### src/rtl/jtframe_rom_arb.sv
// jtframe_rom_arb -- round-robin ROM request arbiter in front of one SDRAM port.
//
// Up to eight client slots share a single SDRAM read channel. One transaction
// is in flight at a time. Read data lands in a per-slot register that holds
// its value until that slot's next completion.
//
// Optional feature: define JTFRAME_ROM_ARB_CACHE_EN to give every slot a
// one-entry address tag. A repeated read of the last address is then answered
// without touching SDRAM.
//
// Ports
//   clk_rom, rst       SDRAM-domain clock, synchronous active-high reset
//   downloading        ROM download in progress: no new grants
//   slot_req/addr      per-slot request level and address (slot i at [i*AW +: AW])
//   slot_ok/dout       per-slot completion pulse and held read data
//   slot_sel           index of the granted slot (debug)
//   sdram_*            request/ack handshake and address toward the controller
//   data_read/rdy      controller read data and its one-cycle valid pulse
//   loop_rst           controller not ready: aborts the transaction in flight
module jtframe_rom_arb #(
  parameter int SLOTS = 4,
  parameter int AW    = 22,
  parameter int DW    = 32
)(
  input  logic                clk_rom,
  input  logic                rst,
  input  logic                downloading,
  input  logic [SLOTS-1:0]    slot_req,
  input  logic [SLOTS*AW-1:0] slot_addr,
  output logic [SLOTS-1:0]    slot_ok,
  output logic [SLOTS*DW-1:0] slot_dout,
  output logic [2:0]          slot_sel,
  output logic                sdram_req,
  input  logic                sdram_ack,
  output logic [AW-1:0]       sdram_addr,
  input  logic [DW-1:0]       data_read,
  input  logic                data_rdy,
  input  logic                loop_rst
);
  localparam int SW = (SLOTS > 1) ? $clog2(SLOTS) : 1;

  typedef enum logic [1:0] {IDLE, REQ, WAIT} st_t;
  st_t st, st_nxt;

  logic [SLOTS-1:0][AW-1:0] addr_a;
  logic [SLOTS-1:0][DW-1:0] dout_q;
  logic [SW-1:0]            rr_ptr, sel, gidx, cand, rr_nxt;
  logic [SLOTS-1:0]         req_m;
  logic                     found, go, hit, done, wdrawn;

  assign addr_a    = slot_addr;
  assign slot_dout = dout_q;
  assign slot_sel  = 3'(sel);

  // A slot whose slot_ok is high right now is still holding its request by
  // contract; masking it avoids granting the same read a second time.
  assign req_m = slot_req & ~slot_ok;

  // First requesting slot at or after rr_ptr, cyclic.
  always_comb begin
    found = 1'b0;
    gidx  = '0;
    cand  = '0;
    for (int k = 0; k < SLOTS; k++) begin
      cand = SW'((int'(rr_ptr) + k) % SLOTS);
      if (!found && req_m[cand]) begin
        found = 1'b1;
        gidx  = cand;
      end
    end
  end

  assign rr_nxt = (gidx == SW'(SLOTS-1)) ? '0 : gidx + SW'(1);
  assign go     = (st == IDLE) && found && !downloading && !loop_rst;

`ifdef JTFRAME_ROM_ARB_CACHE_EN
  logic [SLOTS-1:0][AW-1:0] tag_q;
  logic [SLOTS-1:0]         tvld;

  assign hit = tvld[gidx] && (tag_q[gidx] == addr_a[gidx]);

  // Tags follow every completed SDRAM read, withdrawn ones included, since
  // the data register was written either way.
  always_ff @(posedge clk_rom) begin
    if (rst) begin
      tag_q <= '0;
      tvld  <= '0;
    end else begin
      if (done) tag_q[sel] <= sdram_addr;
      if (downloading || loop_rst) tvld <= '0;
      else if (done)               tvld[sel] <= 1'b1;
    end
  end
`else
  assign hit = 1'b0;
`endif

  always_comb begin
    st_nxt = st;
    done   = 1'b0;
    case (st)
      IDLE: if (go && !hit) st_nxt = REQ;
      REQ:
        if (sdram_ack) begin
          // ack and data together: treat as ack followed by data
          if (data_rdy) begin
            st_nxt = IDLE;
            done   = 1'b1;
          end else begin
            st_nxt = WAIT;
          end
        end
      WAIT:
        if (data_rdy) begin
          st_nxt = IDLE;
          done   = 1'b1;
        end
      default: st_nxt = IDLE;
    endcase
    if (loop_rst) begin
      st_nxt = IDLE;
      done   = 1'b0;
    end
  end

  always_ff @(posedge clk_rom) begin
    if (rst) begin
      st         <= IDLE;
      rr_ptr     <= '0;
      sel        <= '0;
      sdram_addr <= '0;
      sdram_req  <= 1'b0;
      slot_ok    <= '0;
      dout_q     <= '0;
      wdrawn     <= 1'b0;
    end else begin
      st        <= st_nxt;
      sdram_req <= (st_nxt == REQ);
      slot_ok   <= '0;
      if (go) begin
        sel    <= gidx;
        rr_ptr <= rr_nxt;
        wdrawn <= 1'b0;
        if (hit) slot_ok[gidx] <= 1'b1;
        else     sdram_addr    <= addr_a[gidx];
      end else if (st != IDLE && !slot_req[sel]) begin
        // remembered so a request that drops and comes back mid-flight
        // still gets no completion pulse for this read
        wdrawn <= 1'b1;
      end
      if (done) begin
        dout_q[sel]  <= data_read;
        slot_ok[sel] <= !wdrawn && slot_req[sel];
      end
    end
  end

endmodule

### config.mk
export PLATFORM = sky130hd
export DESIGN_NAME = jtframe_rom_arb
export DESIGN_NICKNAME = d
export VERILOG_FILES = /design/src/rtl/jtframe_rom_arb.sv
export SDC_FILE = /design/constraint.sdc
export NUM_CORES = 1
export LEC_CHECK = 0
export BUFFER_PORTS_ARGS = -buffer_cell sky130_fd_sc_hd__buf_2
export CORE_ASPECT_RATIO = 1.2
export CORE_MARGIN = 5
export CORE_UTILIZATION = 42
export DETAILED_ROUTE_END_ITERATION = 8
export PLACE_DENSITY = 0.81
export SLEW_MARGIN = 40
export SYNTH_ARGS = -nofsm -noshare
export SYNTH_HDL_FRONTEND = slang
export SYNTH_SLANG_ARGS = --single-unit
### constraint.sdc
create_clock -name clk_rom -period 1.7 [get_ports clk_rom]
set_input_delay 0.255 -clock clk_rom [delete_from_list [all_inputs] [get_ports clk_rom]]
set_output_delay 0.255 -clock clk_rom [all_outputs]
set_load 0.02 [all_outputs]
**After elaboration in Yosys (flattened, before gate mapping)**

Index checks and enable logic that the tools add are counted.

- $add $sub $neg: 4
- $lt $le $gt $ge: 7
- Eq/ne operators: 4
- Mux-type cells: 39
- Bitwise operators: 2
- Reduce and logical (&&, ||, !) cells: 19

Operators by type and width:

| kind | count |
|---|---|
| $bwmux 128 | 1 |
| $demux 32 s2 | 1 |
| $bmux 22 s2 | 1 |
| $mux 32 | 1 |
| $mux 22 | 1 |
| $mux 2 | 10 |
| $lt 2x3->1 const B | 6 |
| $mux 1 | 13 |
| $bmux 1 s2 | 5 |
| $logic_and 1x1->1 | 9 |
| $mux 4 | 2 |
| $logic_not 1->1 | 7 |
| $pmux 2 s3 | 1 |
| $add 2x1->2 const B | 2 |
| $add 2x2->2 const B | 2 |
| $and 4x4->4 | 1 |
| $bwmux 4 | 1 |
| $eq 2x1->1 const B | 2 |
| $eq 2x2->1 const B | 2 |
| $not 4->4 | 1 |
| $demux 1 s2 | 1 |
| $ge 2x1->1 const B | 1 |
| $logic_not 2->1 | 1 |
| $pmux 1 s2 | 1 |
| other kinds (2) | 2 |

- Flip-flop bits (word level): 162
- Bits of input ports: 130
- Output and inout port bits: 158
- Logic and storage cells: 86

**Logic depth before layout (Yosys ltp)**

Gate-level depths: netlist of the first run.

- Depth after elaboration: 21
- Mapped depth: 9
- Gate-level depth less buffers: 7

**Least setup slack after synthesis of the first run**

No wires, ideal clock.

- Path kind: register -> register
- From: register slot_ok[1]
- To: register rr_ptr[0]
- Setup time: 70 ps
- Arrival time: 1888 ps
- Data required time: 1630 ps
- Setup slack: -259 ps
- Stages on the path, launching flop included: 9
- Clock period less this slack: 1959 ps
- Cells stage by stage: dfxtp_1 nand2b_1 a21oi_1 a22o_1 buf_6 buf_6 ha_1 or3_1 a21oi_1

- Elaborated cells on any way between the ends: 30
- Classes of those cells: add/sub (1); eq/ne (1); mux (17); bitwise (2); reduce/logical (9)

RTL lines:

| what | RTL line | text |
|---|---|---|
| start: declaration | 30 | `output logic [SLOTS-1:0] slot_ok,` |
| start signal: indexed assignment | 153 | `slot_ok[sel] <= !wdrawn && slot_req[sel];` |
| $not 4->4 (*) | 57 | `assign req_m = slot_req & ~slot_ok;` |
| $and 4x4->4 (*) | 57 |  |
| $bmux 1 s2 | 66 | `if (!found && req_m[cand]) begin` |
| $mux 1 (not written as such) | 66 |  |
| $mux 1 | 66 |  |
| $logic_not 1->1 | 66 |  |
| $logic_and 1x1->1 | 66 |  |
| $mux 1 | 66 |  |
| $logic_not 1->1 | 66 |  |
| $logic_and 1x1->1 | 66 |  |
| $mux 1 | 66 |  |
| $logic_not 1->1 | 66 |  |
| $logic_and 1x1->1 | 66 |  |
| $mux 2 (*) | 66 |  |
| named net gidx[0] | 47 | `logic [SW-1:0] rr_ptr, sel, gidx, cand, rr_nxt;` |
| $add 2x1->2 / $eq 2x2->1 (equally long branches) | 73 | `assign rr_nxt = (gidx == SW'(SLOTS-1)) ? '0 : gidx + SW'(1);` |
| $mux 2 (*) | 73 |  |
| end signal: assignment | 142 | `rr_ptr <= rr_nxt;` |
| end: declaration | 47 |  |

The timed path passes the listed nets; every way through them passes the cells marked *. The select of a mux whose other input is x is not followed.
A chain may end at the register's enable or synchronous reset.

**Worst setup path after layout of the first run**

- From: register st[0]
- To: register dout_q, in the netlist slot_dout[107]

- Longest elaborated chain between the ends: 3
- Elaborated cells on any way between the ends: 4
- Classes of those cells: eq/ne (2); mux (2)

Ends and longest elaborated chain:

| what | RTL line | text |
|---|---|---|
| start: declaration | 43 | `st_t st, st_nxt;` |
| start signal: assignment | 137 | `st <= st_nxt;` |
| $eq 2x2->1 / $eq 2x1->1 (equally long branches) | 101 | `case (st)` |
| $pmux 1 s2 (*) | 101 |  |
| $mux 1 (*) | 120 | `if (loop_rst) begin` |
| end signal: indexed assignment | 152 | `dout_q[sel] <= data_read;` |
| end: declaration | 46 | `logic [SLOTS-1:0][DW-1:0] dout_q;` |

Mark *: on every way between the ends. The rest lies on a longest branch, timed or not.

==> results of run 1 <==
## registers in the layout (all words and copies together) (netlist names)
register / flops
slot_dout: 128
sdram_addr: 22
slot_ok: 4
rr_ptr: 2
sel: 2
st: 2
sdram_req: 1
wdrawn: 1
## logic make-up after synthesis
logic type / count (synthesis) / share of synthesized area, %
other: 1 / 0.0585
buffers and inverters: 63 / 4.90
DFF: 162 / 50.6
AOI/OAI and AO/OA: 173 / 15.5
and+or+nand+nor: 326 / 21.0
muxes: 44 / 7.06
adders and majority gates: 5 / 0.975
## metal layers
layer	wire [µm]	share of wire (%)	global-route usage [%]	vias to the layer above
met5	38	0.16	0	-
met4	876	3.7	11.9	6
met1	7960	34	24.6	3175
met2	11700	50	43.5	341
met3	2820	12	11.3	66
li1	-	-	-	3218
## final timing paths
kind                     to  slack (ns)  depth (start not counted)
max          slot_dout[107]       -0.13                          9
min           slot_dout[39]        0.10                          3
max reg2reg  slot_dout[107]       -0.13                          9
min reg2reg   slot_dout[22]        0.45                          2
## critical path, delay by kind of cell (launching register included)
family,cells,cell delay (ns)
compound gates,1,0.16
fa+ha+maj,1,0.27
buf+inv,3,0.37
simple gates,4,0.60
flops,1,0.36
## cells in the mapped netlist, drive strengths merged (2+ instances only)
cell | count | area (µm²)
o21ai | 2 | 10.0
nor3 | 2 | 15.0
nor3b | 2 | 25.0
buf | 30 | 190
nor2b | 6 | 42.5
o221ai | 21 | 184
o22ai | 2 | 12.5
nor2 | 9 | 36.3
dfxtp | 162 | 3240
inv | 5 | 18.8
clkbuf | 28 | 105
nand2b | 4 | 32.5
o21a | 2 | 16.3
nand3 | 2 | 15.0
a21boi | 2 | 15.0
mux2i | 43 | 430
nand3b | 3 | 22.5
a221oi | 2 | 17.5
nand2 | 289 | 1080
or3 | 2 | 12.5
a21oi | 138 | 691
nor4 | 2 | 18.8
and3 | 2 | 12.5
ha | 5 | 62.6
## repair_timing
| item | in CTS | in global routing |
|---|---|---|
| gates resized for setup | 85 | 26 |
| setup endpoints to repair | 148 | 153 |
| cloned | 9 | 1 |
| pin swaps | 34 | 8 |
| endpoints found under the hold margin | 0 | 0 |
| buffers inserted | 15 | 3 |
## area by class of cell
| cell class | count | area [µm²] | share of cell area (%) |
|---|---|---|---|
| sequential | 162 | 3260 | 33.8 |
| multi-input combinational | 549 | 3170 | 32.7 |
| timing repair buffer | 353 | 2340 | 24.2 |
| clock buffer | 20 | 437 | 4.52 |
| tap | 204 | 255 | 2.64 |
| clock inverter | 12 | 181 | 1.88 |
| inverter | 5 | 18.8 | 0.194 |
| antenna | 2 | 5.00 | 0.0518 |
## power groups by stage
stage / logic (mW) / clock network, mW / registers [mW]
2_1_floorplan: 0.376 / 0 / 4.00
3_3_place_gp: 0.796 / 0 / 3.95
3_5_place_dp: 0.807 / 0 / 3.95
4_1_cts: 0.877 / 4.10 / 3.87
5_1_grt: 0.990 / 4.28 / 3.87
6_report: 0.928 / 4.06 / 3.87
==> results.py, run 1 <==
metrics = {
    "layout": {
        "final_nets": 1223,
        "final_cell_mix": "285 x buf_2, 275 x nand2_1, 155 x dfxtp_1",
        "final_cells": 1307,
        "drive_above_1_share_pct": 42.6,
        "fin_area_um2": 9670,
        "final_common_cell": "buf_2",
        "post-route-util_pct": 64.4,
        "nFillCells": 1203,
        "area_delta_synth_final_pct": 50.7,
    },
    "die": {
        "core_um2": 15000,
        "die_h_um": 145,
        "dieArea_um2": 17900,
        "fp.dieW_um": 123,
        "ioPinCount": 288,
        "num_rows": 49,
        "start_util_pct": 42.7,
    },
    "pwr": {
        "power_frac_clock_pct": 45.8,
        "leakagePower_nw": 4.23,
        "ir_worst_vdd_mv": 0.776,
        "combPwrFrac_pct": 10.5,
        "power_density_nw_per_um2": 916,
        "p_total_mw": 8.86,
        "power_frac_seq_pct": 43.7,
        "p_sw_mw": 2.09,
        "intPower_mw": 6.76,
        "switching_share_pct": 23.6,
    },
    "detailed_routing": {
        "remaining_drc_errors": 0,
        "first_iter_violations": 247,
        "dr_total_vias": 6806,
        "wire_per_inst_um": 17.9,
        "viasPerCell": 5.21,
        "drt_pre_antenna_iters": 7,
        "antenna_left": 0,
        "drt-total-wl_mm": 23.4,
    },
    "global_route": {
        "grt_start_max_net_pins": 96,
        "track_usage_pct": 24.9,
        "grt_overflow": 0,
        "grt_pass1_wl_mm": 34.9,
        "antenna_found_initial": 5,
        "first_global_vias": 6876,
    },
    "timing": {
        "whs_ns": 0.101,
        "period_share_pct": 108,
        "final_hold_viol_count": 0,
        "skew_ns": 0.00678,
        "fmax_mhz": 545,
        "finalWorstSetupSlack_ns": -0.135,
        "finalSetupViolations": 120,
        "setup_tns_ns": -7.60,
        "rsz0062_at_grt": "true",
        "maxSlewViolCount": 0,
        "period_needed_ns": 1.83,
    },
    "synthesis": {
        "ys.flop_type": "dfxtp_1",
        "post_synth_instance_area_um2": 6410,
        "yosysSeqAreaShare_pct": 50.6,
        "syn_inst": 774,
        "synth-seq-cells": 162,
        "synth_cell_type_count": 44,
        "syn_nets": 909,
        "synth_edf_count": 0,
        "synth_area_per_cell_um2": 8.29,
        "synth_async_sr_flop_share_pct": 0,
        "ys_warn_count": 0,
    },
    "run_status": {
        "status": "complete, but fails checks",
        "violations": "setup timing",
    },
    "setup_path": {
        "critPathLaunch": "st[0]",
        "max_stage_delay_ns": 0.36,
        "endpoint_kind": "flop",
        "worst-setup-path-type": "reg2reg",
        "path_cells": "inv_2 > ha_4 > nand2_4 > buf_4 > nor3_4 > and3_2 > buf_12 > nand2_1 > a21oi_1",
        "critPathSlowestCell": "dfxtp_2",
        "crit_fanout": 18,
        "arrival_ns": 2.18,
        "critPathLaunchType": "flop",
        "crit-reg2reg-launch": "st[0]",
        "critPathRequiredTime_ns": 2.04,
    },
    "placed_design": {
        "placed_area_um2": 8300,
        "dp_slack_ns": -0.191,
        "hpwl_mm": 15.6,
        "io_buffers": 286,
        "gp_congestion": 0.801,
        "dpl.cell_count": 1247,
    },
    "worst_hold_path": {
        "min_from": "data_read[7]",
        "min_path_type": "in2reg",
    },
    "clock_network": {
        "numCtsBuffers": 17,
        "cts_root_buf": "clkbuf_16",
        "h-tree-depth": 4,
        "cts.path.max_buffers": 2,
        "cts_tree": "yes",
        "insertion_delay_ns": 0.42,
        "clkSinkCount": 162,
        "clkTransAtPathRegs_ns": 0.06,
        "cts_hold_buf": 0,
    },
    "run": {
        "maxCapViolations": 0,
    },
}
Power figures use the tool's default switching activity.
==> run 2, diff against run 1 <==
CORE_UTILIZATION = 51   (was 42)
PLACE_DENSITY = 0.92   (was 0.81)
clock period = 2.2 ns   (was 1.7 ns; I/O delays follow)
==> results.py, run 2 (synthesis gave the netlist of run 1 again) <==
metrics = {
    "clock_network": {
        "cts_root_buf": "clkbuf_16",
        "clkTransAtPathRegs_ns": 0.07,
        "cts_resized": 0,
        "clkSinkCount": 162,
        "post_cts_buffers": 0,
        "cts_hold_buf": 0,
        "h-tree-depth": 4,
        "numCtsBuffers": 17,
        "insertion_delay_ns": 0.43,
        "cts.path.max_buffers": 2,
        "cts_tree": "yes",
    },
    "layout": {
        "final_nets": 1170,
        "insertedDiodeCount": 0,
        "fin_area_um2": 8520,
        "final_cell_mix": "289 x nand2_1, 285 x buf_2, 162 x dfxtp_1",
        "nFillCells": 960,
        "post-route-util_pct": 68.2,
        "final_common_cell": "nand2_1",
        "final_cells": 1212,
        "area_delta_synth_final_pct": 32.9,
        "largest_reg_flops": 128,
        "drive_above_1_share_pct": 33.0,
    },
    "timing": {
        "rsz0062_at_grt": "false",
        "slew_headroom_pct": 58.6,
        "period_needed_ns": 1.97,
        "finalWorstSetupSlack_ns": 0.228,
        "skew_ns": 0.0169,
        "fmax_mhz": 507,
        "whs_ns": 0.174,
        "period_share_pct": 89.7,
        "max_slew.worst_pin.slew_ns": 0.621,
        "setup_tns_ns": 0,
        "final_hold_viol_count": 0,
        "finalSetupViolations": 0,
        "maxSlewViolCount": 0,
    },
    "setup_path": {
        "timing.rr.end": "slot_dout[85]",
        "worst-setup-path-type": "reg2reg",
        "path_cells": "inv_1 > ha_1 > nand2_1 > nor3_1 > and3b_1 > buf_12 > nand2_1 > a21oi_1",
        "r2r_slack_ns": 0.23,
        "r2r_cells": 8,
        "arrival_ns": 2.31,
        "critPathSlowestCell": "dfxtp_1",
        "endpoint_kind": "flop",
        "crit-reg2reg-launch": "st[0]",
        "critPathLaunchType": "flop",
        "critPathRequiredTime_ns": 2.54,
        "crit_fanout": 32,
        "max_stage_delay_ns": 0.41,
        "crit_top_cell": "nand2_1",
    },
    "pwr": {
        "power_density_nw_per_um2": 760,
        "leakagePower_nw": 3.75,
        "p_total_mw": 6.48,
        "ir_worst_vdd_mv": 0.609,
    },
    "run_status": {
        "violations": "DRC",
        "status": "complete, but fails checks",
    },
    "worst_hold_path": {
        "min_to": "slot_dout[38]",
        "min_path_type": "in2reg",
        "min_from": "data_read[6]",
        "hold_depth": 3,
    },
    "placed_design": {
        "io_buffers": 286,
        "dp_slack_ns": 0.179,
        "gp_congestion": 0.878,
        "dpl.cell_count": 1180,
        "placed_area_um2": 7940,
        "hpwl_mm": 15.2,
    },
    "detailed_routing": {
        "maxUsedRoutingLayer": "met5",
        "wl_met3_mm": 2.52,
        "drt_pre_antenna_iters": 7,
        "first_iter_violations": 438,
        "dr_total_vias": 6596,
        "wl_met1_mm": 7.25,
        "wire_per_inst_um": 17.8,
        "antenna_left": 0,
        "viasPerCell": 5.44,
        "wl_met2_mm": 10.9,
        "remaining_drc_errors": 1,
        "drt-total-wl_mm": 21.6,
    },
    "global_route": {
        "first_global_vias": 6528,
        "grt_start_max_net_pins": 134,
        "track_usage_pct": 27.7,
        "antenna_found_initial": 1,
        "grt_pass1_wl_mm": 33.4,
        "grt_overflow": 0,
    },
    "die": {
        "dieArea_um2": 14900,
        "ioPinCount": 288,
        "num_rows": 45,
        "fp.dieW_um": 112,
        "core_um2": 12500,
        "start_util_pct": 51.3,
        "die_h_um": 133,
    },
    "run": {
        "maxCapViolations": 0,
    },
}
[run 2: worst max path at each step]
stage,from,to,slack [ns],depth (start not counted)
floorplan,slot_ok[1],rr_ptr[0],0.24,8
global placement,slot_req[2],sdram_addr[10],0.31,7
detailed placement,slot_req[2],sdram_addr[18],0.18,7
CTS,st[0],slot_dout[85],0.24,8
global route,st[0],slot_dout[85],0.03,8
finish,st[0],slot_dout[85],0.23,8
[run 2: metal layers]
layer | track usage (%) | vias up
met5 | 0 | -
met4 | 12.8 | 2
met3 | 11.6 | 58
met2 | 48.8 | 355
met1 | 28.4 | 3076
li1 | - | 3105
[run 2: final cells by class]
| cell class | instances | area, µm² | share of cell area, % |
|---|---|---|---|
| multi-input combinational | 549 | 2860 | 33.6 |
| clock inverter | 13 | 139 | 1.63 |
| timing repair buffer | 300 | 1610 | 18.9 |
| clock buffer | 19 | 443 | 5.20 |
| inverter | 5 | 18.8 | 0.220 |
| sequential | 162 | 3240 | 38.1 |
| tap | 164 | 205 | 2.41 |
[run 2: worst max-delay path, delay by kind of cell (launching register included)]
kind | cells | cell delay [ns]
DFF | 1 | 0.41
adders and majority gates | 1 | 0.28
AOI/OAI and AO/OA | 1 | 0.17
and+or+nand+nor | 4 | 0.74
buffers and inverters | 2 | 0.30
[run 2: power breakdown]
part	total (mW)	switching, mW	internal (mW)
logic	0.550	0.313	0.237
registers	3.00	0.0270	2.97
clock network	2.93	1.30	1.63
total	6.48	1.64	4.84
==> run 3, diff against run 2 <==
REMOVE_ABC_BUFFERS = 1   (was not set)
==> results.py, run 3 (synthesis gave the netlist of run 1 again) <==
metrics = {
    "pwr": {
        "ir_worst_vdd_mv": 0.557,
        "leakagePower_nw": 3.80,
        "power_density_nw_per_um2": 757,
    },
    "detailed_routing": {
        "antenna_left": 0,
        "remaining_drc_errors": 0,
        "drt-total-wl_mm": 21.2,
        "drt_pre_antenna_iters": 5,
        "dr_total_vias": 6627,
        "viasPerCell": 5.45,
        "wire_per_inst_um": 17.4,
        "first_iter_violations": 483,
    },
    "clock_network": {
        "cts.path.max_buffers": 2,
        "numCtsBuffers": 17,
        "h-tree-depth": 4,
        "insertion_delay_ns": 0.41,
        "clkTransAtPathRegs_ns": 0.07,
        "cts_hold_buf": 0,
        "post_cts_buffers": 0,
        "cts_tree": "yes",
        "cts_root_buf": "clkbuf_16",
        "clkSinkCount": 162,
        "cts_resized": 0,
    },
    "layout": {
        "drive_above_1_share_pct": 33.5,
        "fin_area_um2": 8600,
        "final_nets": 1175,
        "area_delta_synth_final_pct": 34.2,
        "final_cell_mix": "288 x nand2_1, 285 x buf_2, 162 x dfxtp_1",
        "largest_reg_flops": 128,
        "seq_area_um2": 3240,
        "nFillCells": 968,
        "final_cells": 1217,
        "final_common_cell": "nand2_1",
        "post-route-util_pct": 68.8,
        "multi_input_area_um2": 2860,
    },
    "timing": {
        "skew_ns": 0.0127,
        "setup_tns_ns": 0,
        "finalWorstSetupSlack_ns": 0.154,
        "fmax_mhz": 489,
        "slew_headroom_pct": 62.5,
        "maxSlewViolCount": 0,
        "max_slew.worst_pin.slew_ns": 0.562,
        "final_hold_viol_count": 0,
        "period_share_pct": 93.0,
        "finalSetupViolations": 0,
        "period_needed_ns": 2.05,
    },
    "placed_design": {
        "io_buffers": 286,
        "gp_congestion": 0.886,
        "hpwl_mm": 14.8,
        "dpl.cell_count": 1185,
        "placed_area_um2": 8000,
        "dp_slack_ns": 0.193,
    },
    "global_route": {
        "grt_overflow": 0,
        "track_usage_pct": 27.3,
        "first_global_vias": 6682,
        "grt_pass1_wl_mm": 33.1,
        "antenna_found_initial": 1,
        "grt_start_max_net_pins": 127,
    },
    "worst_hold_path": {
        "min_to": "slot_dout[93]",
        "min_path_type": "in2reg",
        "hold_depth": 3,
        "min_from": "data_read[29]",
    },
    "die": {
        "start_util_pct": 51.3,
        "num_rows": 45,
        "core_um2": 12500,
        "ioPinCount": 288,
        "die_h_um": 133,
        "dieArea_um2": 14900,
        "fp.dieW_um": 112,
    },
    "setup_path": {
        "endpoint_kind": "flop",
        "arrival_ns": 2.37,
        "critPathLaunchType": "flop",
        "r2r_slack_ns": 0.15,
        "crit_fanout": 24,
        "max_stage_delay_ns": 0.41,
        "critPathRequiredTime_ns": 2.53,
        "crit_top_cell": "nand2_1",
        "crit-reg2reg-launch": "st[0]",
        "path_cells": "inv_1 > ha_1 > nand2_1 > nor4_2 > nor2b_2 > buf_12 > nand2_1 > a21oi_1",
        "worst-setup-path-type": "reg2reg",
        "critPathTopFamily": "simple AND/OR/NAND/NOR gates",
        "cp_num_buf_inv": 2,
        "r2r_cells": 8,
        "timing.rr.end": "slot_dout[16]",
        "critPathSlowestCell": "dfxtp_1",
    },
    "run_status": {
        "status": "finished, final reports clean",
    },
    "run": {
        "maxCapViolations": 0,
    },
}
## run 3: worst max-delay path by stage
stage | startpoint | end | slack, ns | depth (start not counted)
floorplan | slot_ok[1] | rr_ptr[1] | -0.76 | 6
global placement | slot_req[2] | sdram_addr[5] | 0.29 | 7
detailed placement | slot_req[0] | sdram_addr[5] | 0.19 | 7
CTS | st[0] | slot_dout[51] | 0.17 | 8
global route | st[0] | slot_dout[16] | -0.006 | 8
finish | st[0] | slot_dout[16] | 0.15 | 8
## run 3: cell type report
| class | count | area share (%) |
|---|---|---|
| Sequential cell | 162 | 37.7 |
| Multi-Input combinational cell | 549 | 33.3 |
| Timing Repair Buffer | 305 | 19.5 |
| Clock buffer | 17 | 4.94 |
| Tap cell | 164 | 2.38 |
| Clock inverter | 14 | 1.98 |
| Inverter | 5 | 0.218 |
| Antenna cell | 1 | 0.0291 |
## run 3: worst register-to-register path, cell delays in order, from the launching register on
cell and delay (ns):
dfxtp_1 0.41, inv_1 0.10, ha_1 0.29, nand2_1 0.07, nor4_2 0.33, nor2b_2 0.30
buf_12 0.20, nand2_1 0.10, a21oi_1 0.17
## run 3: per-stage QoR
| step | hold WS (ns) | power [mW] |
|---|---|---|
| after floorplan | 0.399 | 3.33 |
| after global placement | 0.438 | 3.60 |
| after detailed placement | 0.443 | 3.61 |
| after CTS | 0.171 | 6.54 |
| after global routing | 0.178 | 6.72 |
| final | 0.180 | 6.51 |
## run 3: metal layers
| layer | vias up | share of wire [%] | global-route usage, % |
|---|---|---|---|
| met5 | - | 0 | 0 |
| met4 | 0 | 2.8 | 11.3 |
| met3 | 50 | 11 | 9.47 |
| met2 | 356 | 51 | 48.8 |
| met1 | 3111 | 36 | 29.1 |
| li1 | 3110 | - | - |
## run 3: where the power goes
part           internal (mW)  leakage, nW  total [mW]  switching (mW)
registers               2.97         1.31        2.99          0.0252
logic                  0.243         2.20       0.557           0.314
clock network           1.63        0.290        2.96            1.34
